File: src/rtl/cpu_pkg.sv
// Shared definitions for the CP0 exception sequencer: FSM encoding and interface defaults.
package cpu_pkg;

  localparam int          CAUSE_W_DEF     = 2;
  localparam logic [31:0] VECTOR_ADDR_DEF = 32'h0000_0004;

  typedef enum logic [2:0] {
    ST_IDLE    = 3'd0,
    ST_REQ     = 3'd1,
    ST_SAVE    = 3'd2,
    ST_SERVICE = 3'd3,
    ST_RET     = 3'd4
  } state_t;

endpackage

File: src/rtl/irq_prio_enc.sv
// Fixed-priority encoder: the lowest set request bit wins and its index is reported.
module irq_prio_enc #(
  parameter int NUM_IRQ = 4,
  parameter int CAUSE_W = 2
) (
  input  logic [NUM_IRQ-1:0] i_req,
  output logic               o_valid,
  output logic [CAUSE_W-1:0] o_idx
);

  // Scan from the top down so the lowest set index is the last assignment.
  always_comb begin
    o_valid = |i_req;
    o_idx   = '0;
    for (int i = NUM_IRQ - 1; i >= 0; i--) begin
      if (i_req[i]) o_idx = CAUSE_W'(i);
    end
  end

endmodule

File: src/rtl/exc_sequencer.sv
// Exception entry/exit sequencer: edge-latched, masked, prioritised IRQs drive one-cycle
// CP0 EPC/Cause updates at an instruction boundary and fetch redirects on entry and ERET.
module exc_sequencer
  import cpu_pkg::*;
#(
  parameter int          NUM_IRQ     = 4,
  parameter int          CAUSE_W     = CAUSE_W_DEF,  // NUM_IRQ must not exceed 2**CAUSE_W
  parameter logic [31:0] VECTOR_ADDR = VECTOR_ADDR_DEF
) (
  input  logic               clk,
  input  logic               rst,
  input  logic [NUM_IRQ-1:0] irq,
  input  logic               int_en,
  input  logic               mask_we,
  input  logic [NUM_IRQ-1:0] mask_wdata,
  input  logic               inst_bound,
  input  logic [31:0]        pc_next,
  input  logic               eret,
  input  logic [31:0]        epc_i,
  output logic               int_req,
  output logic               EPCWrite,
  output logic               CauseWrite,
  output logic [CAUSE_W-1:0] IntCause,
  output logic [31:0]        pc_o,
  output logic               redirect,
  output logic [31:0]        redirect_pc,
  output logic               in_service,
  output state_t             o_dbg_state
);

  state_t               r_state;
  state_t               w_next;
  logic [NUM_IRQ-1:0]   r_pending;
  logic [NUM_IRQ-1:0]   r_mask;
  logic [NUM_IRQ-1:0]   r_irq_q;
  logic [CAUSE_W-1:0]   r_id;
  logic [31:0]          r_pc;

  logic [NUM_IRQ-1:0]   w_rise;
  logic [NUM_IRQ-1:0]   w_eligible;
  logic [NUM_IRQ-1:0]   w_clr;
  logic                 w_valid;
  logic [CAUSE_W-1:0]   w_id;
  logic                 w_take;

  assign w_rise      = irq & ~r_irq_q;
  assign w_eligible  = r_pending & r_mask;
  // A rise on the line being taken re-sets it, so the new request is not lost.
  assign w_clr       = w_take ? (NUM_IRQ'(1) << w_id) : '0;
  assign o_dbg_state = r_state;

  irq_prio_enc #(
    .NUM_IRQ (NUM_IRQ),
    .CAUSE_W (CAUSE_W)
  ) u_prio (
    .i_req   (w_eligible),
    .o_valid (w_valid),
    .o_idx   (w_id)
  );

  always_ff @(posedge clk) begin
    if (rst) begin
      r_state   <= ST_IDLE;
      r_pending <= '0;
      r_mask    <= '1;
      r_irq_q   <= '0;
      r_id      <= '0;
      r_pc      <= '0;
    end else begin
      r_state   <= w_next;
      r_irq_q   <= irq;
      r_pending <= (r_pending & ~w_clr) | w_rise;
      if (mask_we) r_mask <= mask_wdata;
      if (w_take) begin
        r_id <= w_id;
        r_pc <= pc_next;
      end
    end
  end

  always_comb begin
    w_next      = r_state;
    w_take      = 1'b0;
    int_req     = 1'b0;
    EPCWrite    = 1'b0;
    CauseWrite  = 1'b0;
    IntCause    = '0;
    pc_o        = '0;
    redirect    = 1'b0;
    redirect_pc = '0;
    in_service  = 1'b0;
    case (r_state)
      ST_IDLE: begin
        if (int_en && w_valid) w_next = ST_REQ;
      end
      ST_REQ: begin
        int_req = 1'b1;
        if (!int_en || !w_valid) begin
          w_next = ST_IDLE;
        end else if (inst_bound) begin
          w_take = 1'b1;
          w_next = ST_SAVE;
        end
      end
      ST_SAVE: begin
        EPCWrite    = 1'b1;
        CauseWrite  = 1'b1;
        IntCause    = r_id;
        pc_o        = r_pc;
        redirect    = 1'b1;
        redirect_pc = VECTOR_ADDR;
        w_next      = ST_SERVICE;
      end
      ST_SERVICE: begin
        in_service = 1'b1;
        if (eret) w_next = ST_RET;
      end
      ST_RET: begin
        redirect    = 1'b1;
        redirect_pc = epc_i;
        w_next      = ST_IDLE;
      end
      default: w_next = ST_IDLE;
    endcase
  end

endmodule
File: config.mk
export PLATFORM = sky130hd
export DESIGN_NAME = exc_sequencer
export DESIGN_NICKNAME = d
export VERILOG_FILES = /design/src/rtl/cpu_pkg.sv /design/src/rtl/irq_prio_enc.sv /design/src/rtl/exc_sequencer.sv
export SDC_FILE = /design/constraint.sdc
export NUM_CORES = 1
export LEC_CHECK = 0
export CAP_MARGIN = 20
export CORE_MARGIN = 5
export CORE_UTILIZATION = 35
export CTS_CLUSTER_DIAMETER = 120
export DETAILED_ROUTE_END_ITERATION = 7
export PLACE_DENSITY = 0.75
export SLEW_MARGIN = 20
export SYNTH_ARGS = -nofsm -noshare
export SYNTH_HDL_FRONTEND = slang
export SYNTH_SLANG_ARGS = --single-unit
File: constraint.sdc
create_clock -name clk -period 2.6 [get_ports clk]
set_input_delay 0.52 -clock clk [delete_from_list [all_inputs] [get_ports clk]]
set_output_delay 0.52 -clock clk [all_outputs]
set_load 0.01 [all_outputs]
==> results of run 1 <==
==> cells in the mapped netlist, types with 2 or more instances <==
| cell | count | share of area |
|---|---|---|
| dfxtp_1 | 49 | 0.42 |
| o21ai_1 | 2 | 0.0043 |
| buf_6 | 3 | 0.014 |
| mux2i_1 | 3 | 0.013 |
| a21oi_1 | 37 | 0.079 |
| nor3b_1 | 2 | 0.0064 |
| a22oi_1 | 2 | 0.0064 |
| nor2b_1 | 3 | 0.0080 |
| and3_1 | 2 | 0.0053 |
| nand2_1 | 74 | 0.12 |
| nand3_1 | 3 | 0.0064 |
| buf_4 | 3 | 0.0096 |
| nor3_1 | 4 | 0.0085 |
| buf_2 | 3 | 0.0064 |
| o211ai_1 | 4 | 0.013 |
| o21ai_0 | 4 | 0.0085 |
| clkbuf_1 | 12 | 0.019 |
| nand2b_1 | 3 | 0.0080 |
| and2_1 | 65 | 0.17 |
| inv_1 | 4 | 0.0064 |
==> report_power, final <==
| group | internal [uW] | switching (uW) |
|---|---|---|
| clock | 186 | 244 |
| combinational | 346 | 287 |
| sequential | 807 | 65.7 |
| total | 1340 | 597 |
==> layout make-up <==
class | count | area (um^2)
Fill cell | 610 | 2440
Inverter | 5 | 18.8
Timing Repair Buffer | 156 | 1550
Tap cell | 77 | 96.3
Clock buffer | 5 | 68.8
Sequential cell | 49 | 983
Clock inverter | 3 | 17.5
Multi-Input combinational cell | 222 | 1240
==> worst reg2reg max path, delay by kind of cell, from the launching register on <==
kind	cells	cell delay, ns
simple gates	2	0.49
compound gates	2	0.53
flops	1	0.58
==> path summary, 6_finish.rpt <==
check,start,to,slack [ns]
max reg2reg,o_dbg_state[0]$_SDFFE_PP0P_,r_pc[18]$_SDFFE_PP0P_,0.95
max,o_dbg_state[0]$_SDFFE_PP0P_,redirect,0.11
min reg2reg,r_irq_q[0]$_SDFF_PP0_,r_pending[0]$_SDFF_PP0_,0.43
min,r_irq_q[0]$_SDFF_PP0_,r_pending[0]$_SDFF_PP0_,0.43
==> per-layer routing <==
| layer | vias to the layer above | wire length (um) | GRT usage |
|---|---|---|---|
| met4 | 0 | 70 | 0.0408 |
| li1 | 1247 | - | - |
| met5 | - | 0 | 0 |
| met2 | 90 | 3650 | 0.300 |
| met1 | 1103 | 3120 | 0.195 |
| met3 | 6 | 474 | 0.0368 |
==> layout by cell type, fill, tap and decap left out, drive strengths merged, types with 5 or more instances in the layout <==
master and n:
clkbuf 6, clkdlybuf4s50 150, buf 5, o211ai 5, o21ai 6, dfxtp 49
and2 65, inv 5, a21oi 38, nand2 74
==> stage by stage <==
step	utilization	hold WS [ns]	instances	worst slack, ns	power, uW
after global routing	0.620	0.449	517	-0.00104	2060
after floorplan	-	0.399	297	0.783	1200
after detailed placement	0.603	0.426	508	0.314	1510
final	0.620	0.430	517	0.112	1940
after global placement	0.603	0.408	508	0.384	1500
after CTS	0.617	0.432	516	0.0473	1950
==> kinds of logic (layout without fill, tap and decap cells) <==
logic type | after synthesis | after routing
buf+inv | 26 | 169
simple gates | 161 | 161
mux | 3 | 3
compound gates | 58 | 58
flops | 49 | 49
==> sequential cells by signal (all words and copies together), names as in the netlist <==
| name | cells |
|---|---|
| r_pc | 32 |
| r_irq_q | 4 |
| r_mask | 4 |
| o_dbg_state | 3 |
| r_id | 2 |
| r_pending | 4 |
==> what timing repair did <==
| action | CTS | global route |
|---|---|---|
| gates resized for setup | 1 | 7 |
| gates cloned | 0 | 1 |
| endpoints found under the setup margin | 4 | 67 |
==> reports/results.txt, run 1 <==
CP Buf/Inv Count -> 2
Final Hold Viols -> 0
# rows -> 29
Crit. path cell count -> 4
post-layout minimum cycle time -> 2.49 ns
Max-slew headroom -> 0.724
IO Port Bufs -> 151
worst-path cell chain -> nor3_2 -> clkbuf_8 -> or2_2 -> clkdlybuf4s50_1
Chip Height -> 91.8 um
post-synthesis adder-cell area fraction -> 0
# diodes -> 0
GP Congestion -> 0.755
CTS H-tree lvls -> 2
flops & latches, synth -> 49
Initial Util -> 0.365
r2r worst-path depth -> 4
fmax -> 402 MHz
setup tns final -> 0 ns
post-synthesis cell count -> 297
initial antenna violation count -> 0
vias in the first global route -> 2282
Crit. End Element -> output pin
Initial DRT Pass Iterations -> 4
WP data required -> 2.08 ns
pin slew with the least headroom to its limit -> 0.414 ns
core area -> 0.00642 mm^2
Total GRT Usage -> 0.164
max-cap viol count -> 0
Tcrit/Tclk final -> 0.957
die area -> 0.00843 mm^2
GRT overflow -> 0
part of the Yosys area used for sequential elements -> 0.419
status -> finished clean
xor and xnor area share after synthesis -> 0
arrival time of the worst setup path -> 1.97 ns
Sink Count -> 49
Crit path largest cell delay -> 0.58 ns
Final Setup Violations -> 0
vias post-DR -> 2446
CTS Buf Count -> 5
Min-Delay Path Class -> reg -> reg
routed wire length -> 7.32 mm
main combinational cell family by area after synthesis -> simple AND/OR/NAND/NOR gates
Area growth, synth to finish -> 69.9%
hold_buf cts -> 0
largest net degree at the start of global routing -> 40
Post-DP HPWL -> 5.59 mm
deepest clock path buffer count -> 2
CP max FO -> 39
Avg Inst Size Synth -> 7.89 um^2
layout cells sized above 1 -> 0.0568
die span in x -> 91.8 um
first-pass GRT wire length -> 11.4 mm
Final Instance Area -> 0.00398 mm^2
peak supply drop -> 381 uV
Via density -> 4.73
clk_lat worst skew -> 0.29 ns
setup repair bufs after CTS -> 0
final slew viol count -> 0
Root Driver -> clkbuf_8
Setup Crit Path Kind -> reg -> out
CTS clk-pin slew, worst paths -> 0.09 ns
post-synthesis compound-gate area fraction -> 0.156
post-synthesis mux area share -> 0.0128
Nets -> 517
mapped cell area -> 0.00234 mm^2
top-level I/O count -> 152
Leak -> 0.00147 uW
Hold Crit Depth -> 1
TritonCTS clock tree -> yes
yosys warns -> 0
commonest register cell after synthesis -> dfxtp_1
Synth cell types -> 35
Post-synth EDFFs -> 0
Clock Skew -> 0.00447 ns
element type at the critical path start -> flop
post-route antenna net violation count -> 0
cell area after placement -> 0.00387 mm^2
Initial DRC Count -> 108
simple-gate portion of the synthesized area -> 0.355
P per Cell Area -> 486 mW/mm^2
Avg WL per Cell -> 14.2 um
Post-synth ARST share -> 0
Mapped Nets -> 375
family with the most delay on the worst path -> buffers and inverters
Slowest-stage cell, CP -> dfxtp_1
# DRC -> 0
Power figures use the tool's default switching activity.
==> run 2: changes to the inputs <==
CORE_UTILIZATION = 30   (was 35)
PLACE_DENSITY = 0.66   (was 0.75)
SLEW_MARGIN = 0   (was 20)
==> run 2 against run 1 <==
Compared with the run above:
- non-clock buffer count grew 1
- sequential power is essentially flat
- global-route usage shrank 1.9 points
- worst setup slack gained 0.045 ns
- clock skew grew 0.0051 ns
- sequential cell count is the same
- clock power grew 8.1%
- die area grew 15%
- sequential share of layout area shrank 0.31 points
- final cell count grew 5.0%
- total power grew 2.0%
- critical path depth grew 1
==> reports/results.txt, run 2 (synthesis gave the netlist of run 1 again) <==
# rows -> 32 (+10%)
Post-DP HPWL -> 5.64 mm (+0.87%)
Slowest-stage cell, CP -> clkdlybuf4s50_1
deepest clock path buffer count -> 2 (unchanged)
CTS H-tree lvls -> 2 (unchanged)
Leak -> 0.00148 uW (+0.79%)
Final Hold Viols -> 0 (unchanged)
Min-Delay Path Class -> reg -> reg
first-pass GRT wire length -> 11.6 mm (+1.9%)
final slew viol count -> 0 (unchanged)
# DRC -> 0 (unchanged)
die span in x -> 98.4 um (+7.1%)
# diodes -> 0 (unchanged)
arrival time of the worst setup path -> 1.92 ns (-0.05 ns)
Total GRT Usage -> 0.145 (-0.0192)
CP max FO -> 22 (-44%)
largest net degree at the start of global routing -> 40 (unchanged)
Initial DRT Pass Iterations -> 4 (unchanged)
Area growth, synth to finish -> 72.1%
Clock Skew -> 0.00958 ns (+0.00512 ns)
element type at the critical path start -> flop
status -> finished clean
fmax -> 409 MHz (+1.9%)
Initial Util -> 0.305 (-0.0600)
Crit. End Element -> output pin
peak supply drop -> 254 uV (-33%)
most frequent cells in the layout -> clkdlybuf4s50_1, nand2_1, and2_1
worst-path cell chain -> inv_2 -> nor3_2 -> buf_4 -> and2_1 -> clkdlybuf4s50_1
initial antenna violation count -> 0 (unchanged)
WP data required -> 2.08 ns (about the same)
Chip Height -> 98.4 um (+7.1%)
post-route antenna net violation count -> 0 (unchanged)
Tcrit/Tclk final -> 0.939 (-0.0174)
Sink Count -> 49 (unchanged)
cell area after placement -> 0.00391 mm^2 (+1.1%)
hold slack -> 0.420 ns (-0.0101 ns)
Multi-input gate area -> 0.00124 mm^2 (unchanged)
max-cap viol count -> 0 (unchanged)
Largest Register -> r_pc
CTS clk-pin slew, worst paths -> 0.09 ns (about the same)
Via density -> 4.54 (-4.0%)
GRT overflow -> 0 (unchanged)
Avg WL per Cell -> 13.8 um (-2.8%)
routed wire length -> 7.48 mm (+2.1%)
FF+latch area -> 983 um^2 (unchanged)
max reg flops -> 32 (unchanged)
FILL cells -> 759 (+24%)
Root Driver -> clkbuf_8
Nets -> 518 (+0.19%)
Layout Utilization -> 0.525 (-0.0954)
CTS Buf Count -> 5 (unchanged)
most common cell after layout, fill and taps aside -> clkdlybuf4s50_1
Setup Crit Path Kind -> reg -> out
pin slew with the least headroom to its limit -> 0.615 ns (+0.201 ns)
P per Cell Area -> 489 mW/mm^2 (+0.70%)
clk_lat worst skew -> 0.29 ns (about the same)
core area -> 0.00769 mm^2 (+20%)
Max-slew headroom -> 0.588 (-0.135)
vias in the first global route -> 2329 (+2.1%)
Crit path largest cell delay -> 0.54 ns (-0.04 ns)
vias post-DR -> 2466 (+0.82%)
layout cells sized above 1 -> 0.0567 (-0.000129)
Final Setup Violations -> 0 (unchanged)
TritonCTS clock tree -> yes
Final Instance Area -> 0.00403 mm^2 (+1.3%)
post-layout minimum cycle time -> 2.44 ns (-0.0453 ns)
IO Port Bufs -> 151 (unchanged)
setup tns final -> 0 ns (unchanged)
setup repair bufs after CTS -> 0 (unchanged)
die area -> 0.00968 mm^2 (+15%)
unrepaired setup endpoints after global routing -> false
GP Congestion -> 0.813 (+7.7%)
Initial DRC Count -> 77 (-29%)
top-level I/O count -> 152 (unchanged)
-- run 2: cell count changes in the layout (fill, tap and decap cells not counted) --
cell             delta
buf_4               +1
clkinv_4            +1
clkinv_2            -1
clkinvlp_4          -1
buf_6               +1
buf_2               -1
clkdlybuf4s50_1     +1
-- run 2: what timing repair did --
| action | CTS | global route |
|---|---|---|
| hold buffers | 0 | 0 |
| endpoints found under the setup margin | 0 | 64 |
| resized for setup | 0 | 7 |
-- run 2: metal layers --
metal / up-vias / part of all wire / track usage
li1: 1250 / - / -
met1: 1126 / 0.43 / 0.173
met2: 80 / 0.50 / 0.256
met3: 10 / 0.059 / 0.0371
met4: 0 / 0.014 / 0.0431
met5: - / 0 / 0
-- run 2: stage by stage --
| stage | std cells | setup WS (ns) | power [uW] |
|---|---|---|---|
| floorplan | 297 | 0.783 | 1200 |
| global placement | 534 | 0.371 | 1510 |
| detailed placement | 534 | 0.378 | 1530 |
| CTS | 542 | 0.0286 | 2000 |
| global route | 543 | 0.0108 | 2100 |
| finish | 543 | 0.157 | 1970 |
-- run 2: path summary, 6_finish.rpt --
kind / cells past startpoint / slack, ns / to / startpoint
max: 5 / 0.16 / IntCause[1] / o_dbg_state[1]$_SDFFE_PP0P_
min: 1 / 0.42 / r_pending[0]$_SDFF_PP0_ / r_irq_q[0]$_SDFF_PP0_
max reg2reg: 5 / 0.80 / r_pc[6]$_SDFFE_PP0P_ / r_mask[0]$_SDFFE_PP1P_
min reg2reg: 1 / 0.42 / r_pending[0]$_SDFF_PP0_ / r_irq_q[0]$_SDFF_PP0_
-- run 2: final cells by class --
class	instances	share of cell area
clock inverter	2	0.00341
timing repair buffer	157	0.388
tap	102	0.0316
sequential	49	0.244
multi-input combinational	222	0.308
inverter	5	0.00465
clock buffer	6	0.0205
-- run 2: worst max-delay path: cells and delay by family, from the launching register on --
kind                   cells  cell delay (ns)
buffers and inverters      3             0.86
flip-flops                 1             0.43
AND/OR/NAND/NOR            2             0.34
-- run 2: power by group --
group | internal, uW | switching, uW
Sequential | 807 | 63.5
Combinational | 349 | 290
Clock | 216 | 249
==> edit (config.mk and constraints of run 2) <==
Take the reset off `r_pending` and load it in a clocked block of its own.
--- a/src/rtl/exc_sequencer.sv
+++ b/src/rtl/exc_sequencer.sv
@@ -62,5 +62,4 @@
     if (rst) begin
       r_state   <= ST_IDLE;
-      r_pending <= '0;
       r_mask    <= '1;
       r_irq_q   <= '0;
@@ -70,5 +69,4 @@
       r_state   <= w_next;
       r_irq_q   <= irq;
-      r_pending <= (r_pending & ~w_clr) | w_rise;
       if (mask_we) r_mask <= mask_wdata;
       if (w_take) begin
@@ -77,4 +75,8 @@
       end
     end
+  end
+
+  always_ff @(posedge clk) begin
+    r_pending <= (r_pending & ~w_clr) | w_rise;
   end
 
Formal check against the unedited RTL: not equivalent (Yosys sat finds a counterexample within 4 cycles, from zero or initial values and one cycle with rst high).
==> edit against run 2 <==
- clock power is 35% higher
- final cell count is 0.92% higher
- total power is 5.8% lower
- synthesized area is 2.2% higher
- critical path depth stayed put
- routed wire length is 7.0% higher
- setup slack worse by 0.047 ns
- design area is 3.4% higher
- critical endpoint is now pc_o[10]
- via count is 0.36% higher
- combinational power is 37% lower
- clock skew is 0.0070 ns lower
- sequential cell count stayed put
- largest cell class unchanged
- maximum frequency is 1.9% lower
==> edit: results (changes against run 2) <==
| Metric | Value |
|---|---|
| Syn_nets | `377 (+0.53%)` |
| Placed Instances | `538 (+0.75%)` |
| Cell area after placement | `3988 sq um (+1.9%)` |
| Met2 usage | `27.74% (+2.1 points)` |
| First-pass GRT wire length | `12.26 mm (+5.5%)` |
| Leakage | `1.669 nW (+13%)` |
| Met3 wire length | `735 um (+67%)` |
| Seq pwr share | `44.3% (+0.2 points)` |
| Met3 usage | `4.839% (+1.1 points)` |
| CP Max Fanout | `10 (-55%)` |
| Met2 wire len | `3.930 mm (+4.8%)` |
| Clk pwr | `630 uW (+35%)` |
| Synth Area in Compound Gates | `15.05% (-0.54 points)` |
| Largest reg by FF count | `r_pc` |
| Post-DP HPWL | `6.219 mm (+10%)` |
| CTS root buffer | `clkbuf_8` |
| Metal-1 WL | `3.268 mm (+2.7%)` |
| Slew @ Worst Pin | `0.4406 ns (-0.1743 ns)` |
| GRT Util Overall | `15.41% (+0.88 points)` |
| Switching power | `452.0 uW (-25%)` |
| Vias after detailed routing | `2475 (+0.36%)` |
| Synthesized area per cell | `8.009 sq um (+1.5%)` |
| Grt met1 use | `17.79% (+0.49 points)` |
| Arr. time, crit path | `1.97 ns (+0.05 ns)` |
| Netlist cell types | `38 (+8.6%)` |
| Status | `complete, no violations` |
| Synth cell count leaders | `74 x nand2_1, 65 x and2_1, 49 x dfxtp_1` |
| Final cell count without fillers | `548 (+0.92%)` |
| Top cells by area, synth | `dfxtp_1 41%, and2_1 17%, nand2_1 12%` |
| DRT iter0 DRCs | `58 (-25%)` |
| Gpl congestion | `0.8808 (+8.3%)` |
| Fin nets | `523 (+0.97%)` |
| Net Sw Frac | `24.30% (-6.2 points)` |
| Vias in the first global route | `2436 (+4.6%)` |
| Post-synthesis sequential area ratio | `40.96% (-0.90 points)` |
| Largest net degree at the start of global routing | `42 (+5.0%)` |
| PostCTS Resize Cnt | `1 (+1)` |
| Mux cell area share after synthesis | `1.672% (+0.39 points)` |
| Final Cell Area | `4170 sq um (+3.4%)` |
| Share of cells above drive strength 1 | `7.175% (+1.5 points)` |
| Clock skew | `0.002629 ns (-0.006953 ns)` |
[edit: final cells by class]
| type | count | area (sq um) |
|---|---|---|
| fillers | 748 | 3597 |
| repair buffers | 162 | 1629 |
| multi-input cells | 218 | 1260 |
| flip-flops and latches | 49 | 985.9 |
| well taps | 102 | 127.6 |
| clock buffers | 5 | 68.82 |
| clock inverters | 3 | 65.06 |
| inverters | 9 | 33.78 |
[edit: final timing paths]
check                                              to  cells after the start                   startpoint  slack, ns
worst max-delay path                         pc_o[10]                      5  o_dbg_state[2]$_SDFFE_PP0P_       0.11
worst min-delay path             r_pending[0]$_DFF_P_                      1        r_irq_q[0]$_SDFF_PP0_       0.41
worst max register to register  r_pc[12]$_SDFFE_PP0P_                      6  o_dbg_state[2]$_SDFFE_PP0P_       1.07
worst min register to register   r_pending[0]$_DFF_P_                      1        r_irq_q[0]$_SDFF_PP0_       0.41
